### src/rtl/adder_pipe_nbit.sv
// Chunked ripple-carry adder/subtractor pipeline: each stage adds one CHUNK_WIDTH slice
// and registers its carry for the next stage, with valid/ready flow control.

module adder_pipe_nbit_chk #(
  parameter int BIT_WIDTH = 16
) (
  input logic                 clk,
  input logic                 n_rst,
  input logic                 in_valid,
  input logic [BIT_WIDTH-1:0] a,
  input logic [BIT_WIDTH-1:0] b,
  input logic                 carry_in,
  input logic                 sub
);
  // Operands presented as valid must be fully known.
  a_known_inputs: assert property (@(posedge clk) disable iff (!n_rst)
    in_valid |-> !$isunknown({a, b, carry_in, sub}));
endmodule

module adder_pipe_nbit #(
  parameter int BIT_WIDTH   = 16,
  parameter int CHUNK_WIDTH = 4
) (
  input  logic                 clk,
  input  logic                 n_rst,
  input  logic [BIT_WIDTH-1:0] a,
  input  logic [BIT_WIDTH-1:0] b,
  input  logic                 carry_in,
  input  logic                 sub,
  input  logic                 in_valid,
  output logic                 in_ready,
  output logic [BIT_WIDTH-1:0] sum,
  output logic                 overflow,
  output logic                 signed_ovf,
  output logic                 out_valid,
  input  logic                 out_ready
);
  localparam int NUM_STAGES = BIT_WIDTH / CHUNK_WIDTH;
  localparam int LAST       = NUM_STAGES - 1;
  localparam int OPD        = (NUM_STAGES > 1) ? NUM_STAGES - 1 : 1;

  function automatic logic [CHUNK_WIDTH:0] add_chunk(
    input logic [CHUNK_WIDTH-1:0] x,
    input logic [CHUNK_WIDTH-1:0] y,
    input logic                   ci
  );
    add_chunk = {1'b0, x} + {1'b0, y} + {{CHUNK_WIDTH{1'b0}}, ci};
  endfunction

  // Operands only need to travel to the stages that still consume them.
  logic [OPD-1:0][BIT_WIDTH-1:0]        a_r;
  logic [OPD-1:0][BIT_WIDTH-1:0]        b_r;
  logic [NUM_STAGES-1:0][BIT_WIDTH-1:0] sum_r;
  logic [NUM_STAGES-1:0]                carry_r;
  logic [NUM_STAGES-1:0]                valid_r;
  logic                                 sovf_r;

  logic [NUM_STAGES-1:0][BIT_WIDTH-1:0] a_in_s;
  logic [NUM_STAGES-1:0][BIT_WIDTH-1:0] b_in_s;
  logic [NUM_STAGES-1:0][BIT_WIDTH-1:0] s_in_s;
  logic [NUM_STAGES-1:0]                c_in_s;
  logic [NUM_STAGES-1:0]                v_in_s;
  logic [NUM_STAGES-1:0][BIT_WIDTH-1:0] sum_nxt_s;
  logic [NUM_STAGES-1:0]                carry_nxt_s;
  logic                                 sovf_nxt_s;
  logic                                 adv_s;

  // Whole pipeline advances unless a finished result is being held back.
  always_comb begin
    adv_s = !(valid_r[LAST] && !out_ready);
  end

  assign in_ready   = adv_s;
  assign sum        = sum_r[LAST];
  assign overflow   = carry_r[LAST];
  assign signed_ovf = sovf_r;
  assign out_valid  = valid_r[LAST];

  // Stage inputs and per-stage chunk additions; subtraction folds in at stage 0.
  always_comb begin
    a_in_s      = '0;
    b_in_s      = '0;
    s_in_s      = '0;
    c_in_s      = '0;
    v_in_s      = '0;
    sum_nxt_s   = '0;
    carry_nxt_s = '0;
    a_in_s[0]   = a;
    b_in_s[0]   = sub ? ~b : b;
    c_in_s[0]   = sub ? 1'b1 : carry_in;
    v_in_s[0]   = in_valid;
    for (int k = 1; k < NUM_STAGES; k++) begin
      a_in_s[k] = a_r[k-1];
      b_in_s[k] = b_r[k-1];
      s_in_s[k] = sum_r[k-1];
      c_in_s[k] = carry_r[k-1];
      v_in_s[k] = valid_r[k-1];
    end
    for (int k = 0; k < NUM_STAGES; k++) begin
      sum_nxt_s[k] = s_in_s[k];
      {carry_nxt_s[k], sum_nxt_s[k][k*CHUNK_WIDTH +: CHUNK_WIDTH]} =
        add_chunk(a_in_s[k][k*CHUNK_WIDTH +: CHUNK_WIDTH],
                  b_in_s[k][k*CHUNK_WIDTH +: CHUNK_WIDTH], c_in_s[k]);
    end
    sovf_nxt_s = (a_in_s[LAST][BIT_WIDTH-1] == b_in_s[LAST][BIT_WIDTH-1]) &&
                 (sum_nxt_s[LAST][BIT_WIDTH-1] != a_in_s[LAST][BIT_WIDTH-1]);
  end

  // Stage registers: cleared by reset, loaded together on advance, held on stall.
  always_ff @(posedge clk or negedge n_rst) begin
    if (!n_rst) begin
      a_r     <= '0;
      b_r     <= '0;
      sum_r   <= '0;
      carry_r <= '0;
      valid_r <= '0;
      sovf_r  <= 1'b0;
    end else if (adv_s) begin
      sum_r   <= sum_nxt_s;
      carry_r <= carry_nxt_s;
      valid_r <= v_in_s;
      sovf_r  <= sovf_nxt_s;
      for (int k = 0; k < NUM_STAGES - 1; k++) begin
        a_r[k] <= a_in_s[k];
        b_r[k] <= b_in_s[k];
      end
    end
  end

`ifndef SYNTHESIS
  adder_pipe_nbit_chk #(.BIT_WIDTH(BIT_WIDTH)) u_chk (
    .clk      (clk),
    .n_rst    (n_rst),
    .in_valid (in_valid),
    .a        (a),
    .b        (b),
    .carry_in (carry_in),
    .sub      (sub)
  );
`endif

endmodule

### config.mk
export PLATFORM = sky130hd
export DESIGN_NAME = adder_pipe_nbit
export DESIGN_NICKNAME = d
export VERILOG_FILES = /design/src/rtl/adder_pipe_nbit.sv
export SDC_FILE = /design/constraint.sdc
export NUM_CORES = 1
export LEC_CHECK = 0
export ABC_AREA = 0
export BUFFER_PORTS_ARGS = -buffer_cell sky130_fd_sc_hd__buf_2
export CAP_MARGIN = 20
export CORE_MARGIN = 1
export CORE_UTILIZATION = 52
export CTS_BUF_LIST = sky130_fd_sc_hd__clkbuf_16
export CTS_CLUSTER_DIAMETER = 200
export DETAILED_ROUTE_END_ITERATION = 6
export GPL_TIMING_DRIVEN = 0
export HOLD_SLACK_MARGIN = 0.12
export PLACE_DENSITY = 0.76
export REMOVE_ABC_BUFFERS = 1
export SETUP_SLACK_MARGIN = 0.15
export SLEW_MARGIN = 20
export SYNTH_ARGS = -nofsm -noshare
export SYNTH_HDL_FRONTEND = slang
export SYNTH_SLANG_ARGS = --single-unit
### constraint.sdc
create_clock -name clk -period 1.8 [get_ports clk]
set_input_delay 0.45 -clock clk [delete_from_list [all_inputs] [get_ports clk]]
set_output_delay 0.45 -clock clk [all_outputs]
set_load 0.03 [all_outputs]
Yosys cells after proc, flatten, opt, wreduce, memory -nomap -nowiden
Index checks and enable logic that the tools add are counted.

storage, ports and cells
  register bits after elaboration = 145
  output and inout port bits = 20

operators by class
  add/subtract/negate cells = 8
  eq/ne operators = 2
  multiplexer cells = 2
  bitwise logic cells = 1
  reduce and logical (&&, ||, !) cells = 4

operators by type and width
  cell               count
  $add 4x4->5        4
  $add 5x1->5        4
  $mux 16            1
  $not 16->16        1
  $logic_and 1x1->1  2
  $logic_not 1->1    2
  $eq 1x1->1         1
  $mux 1             1
  $ne 1x1->1         1

Longest topological paths before layout
  word-level depth = 4
  gate-level depth with buffers = 8
  mapped depth without buffers = 6

Least setup slack after synthesis
Ideal clock, no wire load.

  path type = input to register
  start point = input port sub
  end point = register carry_r[0]
  arrival time = 2.234 ns
  setup slack = -0.569 ns
  cell stages on the path = 8
  path buffers = 2
  cell sequence = buf_4 > buf_4 > or2_2 > fa_1 > fa_1 > a21o_1 > a21oi_1 > a21oi_1

between the ends
  cells in the longest elaborated chain, start to end = 3
  elaborated cells between the ends (all ways) = 4

RTL lines
  item                  RTL line  text
  start, declared       29        input logic sub,
  $mux 16               89        b_in_s[0] = sub ? ~b : b;
  $add 4x4->5           47        add_chunk = {1'b0, x} + {1'b0, y} + {{CHUNK_WIDTH{1'b0}}, ci};
  $add 5x1->5 (*)       47
  end signal, assigned  120       carry_r <= carry_nxt_s;
  end, declared         54        logic [NUM_STAGES-1:0] carry_r;

Every way passes the cells marked *; elsewhere a longest branch is shown, timed or not.
A chain may end at the register's enable or synchronous reset.

Worst setup path after layout
  start point = register a_r, in the netlist a_in_s[20]
  end point = register carry_r[1]

between the ends
  cells in the longest elaborated chain, start to end = 2

RTL lines
  item                             RTL line  text
  start, declared                  51        logic [OPD-1:0][BIT_WIDTH-1:0] a_r;
  start signal, assigned by index  124       a_r[k] <= a_in_s[k];
  $add 4x4->5                      47
  $add 5x1->5                      47

No other way between the ends.

==> results.sh <==
export IMPL_status="finished, final reports clean"
export IMPL_ys_warn_count=0
export IMPL_wirelength_mm=8.88
export IMPL_synth_top_cell_by_area="dfrtp_1"
export IMPL_synth_top_area_share_pct=56.0
export IMPL_cp_required_ns=2.02
export IMPL_cp_slowest_cell="fa_2"
export IMPL_total_power_mw=9.70
export IMPL_grt_pass1_vias=3116
export IMPL_final_cell_mix="223 x nand2_1, 97 x dfrtp_1, 53 x buf_2"
export IMPL_route_detailed_drc=0
export IMPL_synth_area_leaders="dfrtp_1 56%, nand2_1 19%, fa_1 3.7%"
export IMPL_max_slew_margin_pct=69.0
export IMPL_whs_ns=0.308
export IMPL_layout_nets=599
export IMPL_clkLatencyLatePin_ns=0.33
export IMPL_hold_viol_final=0
export IMPL_drive_above_1_share_pct=22.7
export IMPL_synthToLayoutAreaGrowth_pct=26.8
export IMPL_cp_common_cell="fa_2"
export IMPL_hp_class="primary input to register"
export IMPL_final_common_cell="nand2_1"
export IMPL_timing_final_max_slew_violations=0
export IMPL_final_cells=648
export IMPL_endpoint_kind="register"
export IMPL_antenna_found_initial=0
export IMPL_cp_max_fo=2
export IMPL_syn_avg_cell_area_um2=9.40
export IMPL_initial_core_util_pct=55.0
export IMPL_die_area_um2=8710
export IMPL_dp_slack_ns=-0.696
export IMPL_synth_seq_area_share_pct=56.0
export IMPL_cts_sinks=97
export IMPL_viasPerCell=5.02
export IMPL_cts_buffers=9
export IMPL_num_antenna_cells=0
export IMPL_grt_max_degree=55
export IMPL_r2r_cells=5
export IMPL_gp_congestion=0.797
export IMPL_firstDrtPassIters=4
export IMPL_ys_ff_latch=97
export IMPL_path_class="register to register"
export IMPL_start_kind="register"
export IMPL_synthesis_area_um2=4340
export IMPL_ctsRootBufferMaster="clkbuf_16"
export IMPL_htreeDepth=3
export IMPL_dp_hpwl_mm=5.05
export IMPL_max_cap_violations=0
export IMPL_rsz0062_at_grt="true"
export IMPL_worstMarginPinSlew_ns=0.465
export IMPL_grt_pass1_wl_mm=14.5
export IMPL_antenna_left=0
export IMPL_drt_iter0_drc=161
export IMPL_max_freq_mhz=583
export IMPL_peakVddDrop_mv=0.834
export IMPL_clk_pin_slew_ns=0.06
export IMPL_period_share_pct=95.3
export IMPL_slowest_delay_ns=0.41
export IMPL_io_buffers=57
export IMPL_die_h_um=93.3
export IMPL_grtUsageTotal_pct=21.7
export IMPL_synthesis_instances=461
export IMPL_cts_tree="yes"
export IMPL_overflow=0
export IMPL_path_buf_inv=0
export IMPL_worstPathArrival_ns=1.93
export IMPL_cts_buffer_depth=2
export IMPL_core_area_um2=7890
export IMPL_hold_depth=3
export IMPL_cp_cell_sequence="fa_2, fa_2, a21o_1, a21oi_2, a21oi_1"
export IMPL_fin_crit_ns=1.71
export IMPL_wl_per_cell_um=13.7
export IMPL_ys_types=28
export IMPL_finalSetupViolCount=0
export IMPL_dieWidth_um=93.3
export IMPL_setup_slack_ns=0.0853
export IMPL_fin_tns_setup_ns=0
export IMPL_cp_top_family="adder cells"
export IMPL_dr_total_vias=3255
export IMPL_leakagePower_nw=2.87
export IMPL_worst_path_stages=5
export IMPL_ioPinCount=58
export IMPL_fillers=598
export IMPL_std_cell_rows=32
export IMPL_place_inst=602
export IMPL_fin_skew_ns=0.00432
export IMPL_power_density_nw_per_um2=1760
==> worst paths after layout <==
kind / to / slack, ns / startpoint
max in group asynchronous: b_in_s[30] / 0.58 / n_rst
worst max register to register: carry_r[1] / 0.09 / a_in_s[20]
worst min-delay path: a_in_s[25] / 0.31 / a[9]
worst min register to register: sum[7] / 0.46 / sum[7]
worst max-delay path: carry_r[1] / 0.09 / a_in_s[20]
min in group asynchronous: s_in_s[57] / 0.62 / n_rst
==> layout make-up <==
| cell class | count | area (um^2) | share of cell area [%] |
|---|---|---|---|
| Timing Repair Buffer | 91 | 762 | 13.9 |
| Inverter | 10 | 63.8 | 1.16 |
| Multi-Input combinational cell | 331 | 1800 | 32.8 |
| Sequential cell | 97 | 2430 | 44.2 |
| Clock inverter | 7 | 78.8 | 1.43 |
| Timing Repair inverter | 1 | 8.76 | 0.159 |
| Tap cell | 102 | 128 | 2.32 |
| Clock buffer | 9 | 225 | 4.10 |
==> kinds of logic after synthesis <==
| logic type | synth area share (%) |
|---|---|
| adder cells (fa/ha/maj) | 7.16 |
| AO/OA/AOI/OAI | 6.12 |
| XOR/XNOR | 4.04 |
| buffers and inverters | 4.10 |
| multiplexers | 0.693 |
| AND/OR/NAND/NOR | 21.9 |
| flip-flops | 56.0 |
==> timing repair <==
| item | CTS | global route |
|---|---|---|
| gates resized for setup | 23 | 19 |
| cloned | 3 | 1 |
| pin swaps | 16 | 15 |
| endpoints found under the setup margin | 31 | 13 |
| setup buffers | 10 | 15 |
| endpoints found under the hold margin | 47 | 0 |
| hold buffers | 1 | 0 |
==> worst min-delay path: stages <==
cell and delay, ns:
buf_2 0.07, nand2_1 0.04, nand2_1 0.05
==> power breakdown <==
| part | switching [mW] | internal, mW | total, mW |
|---|---|---|---|
| registers | 0.556 | 3.15 | 3.70 |
| clock network | 0.769 | 1.19 | 1.96 |
| logic | 2.27 | 1.76 | 4.03 |
| total | 3.60 | 6.10 | 9.70 |
==> synth_stat cells, drive strengths merged <==
cell type / number
nor2b: 5
fa: 8
clkbuf: 3
dfrtp: 97
o2111ai: 3
xor2: 5
nor2: 7
mux2i: 3
xnor2: 15
a211oi: 2
nand2b: 1
a21o: 4
inv: 8
or4: 3
o21ai: 18
nand3: 4
nand2: 223
a21oi: 13
ha: 12
clkinv: 2
o41ai: 1
or2: 1
buf: 20
a21boi: 2
o31ai: 1
==> metal layers <==
layer	vias to the layer above	track usage, %	share of wire (%)
met5	-	0	0
met1	1557	29.5	44
met3	15	3.25	4.0
met4	0	8.08	1.5
li1	1612	-	-
met2	71	35.4	50
==> sequential cells by signal, indices dropped and copies added (netlist names) <==
register / cells
a_in_s: 24
signed_ovf: 1
sum: 16
valid_r: 4
carry_r: 4
b_in_s: 24
s_in_s: 24
==> per-stage QoR <==
stage | util (%) | cell area (um^2)
6_report | 69.7 | 5500
5_1_grt | 69.7 | 5500
4_1_cts | 67.1 | 5290
3_5_place_dp | 60.2 | 4750
3_3_place_gp | 58.4 | 4610
2_1_floorplan | - | 4200
(Power assumes the default switching activity.)
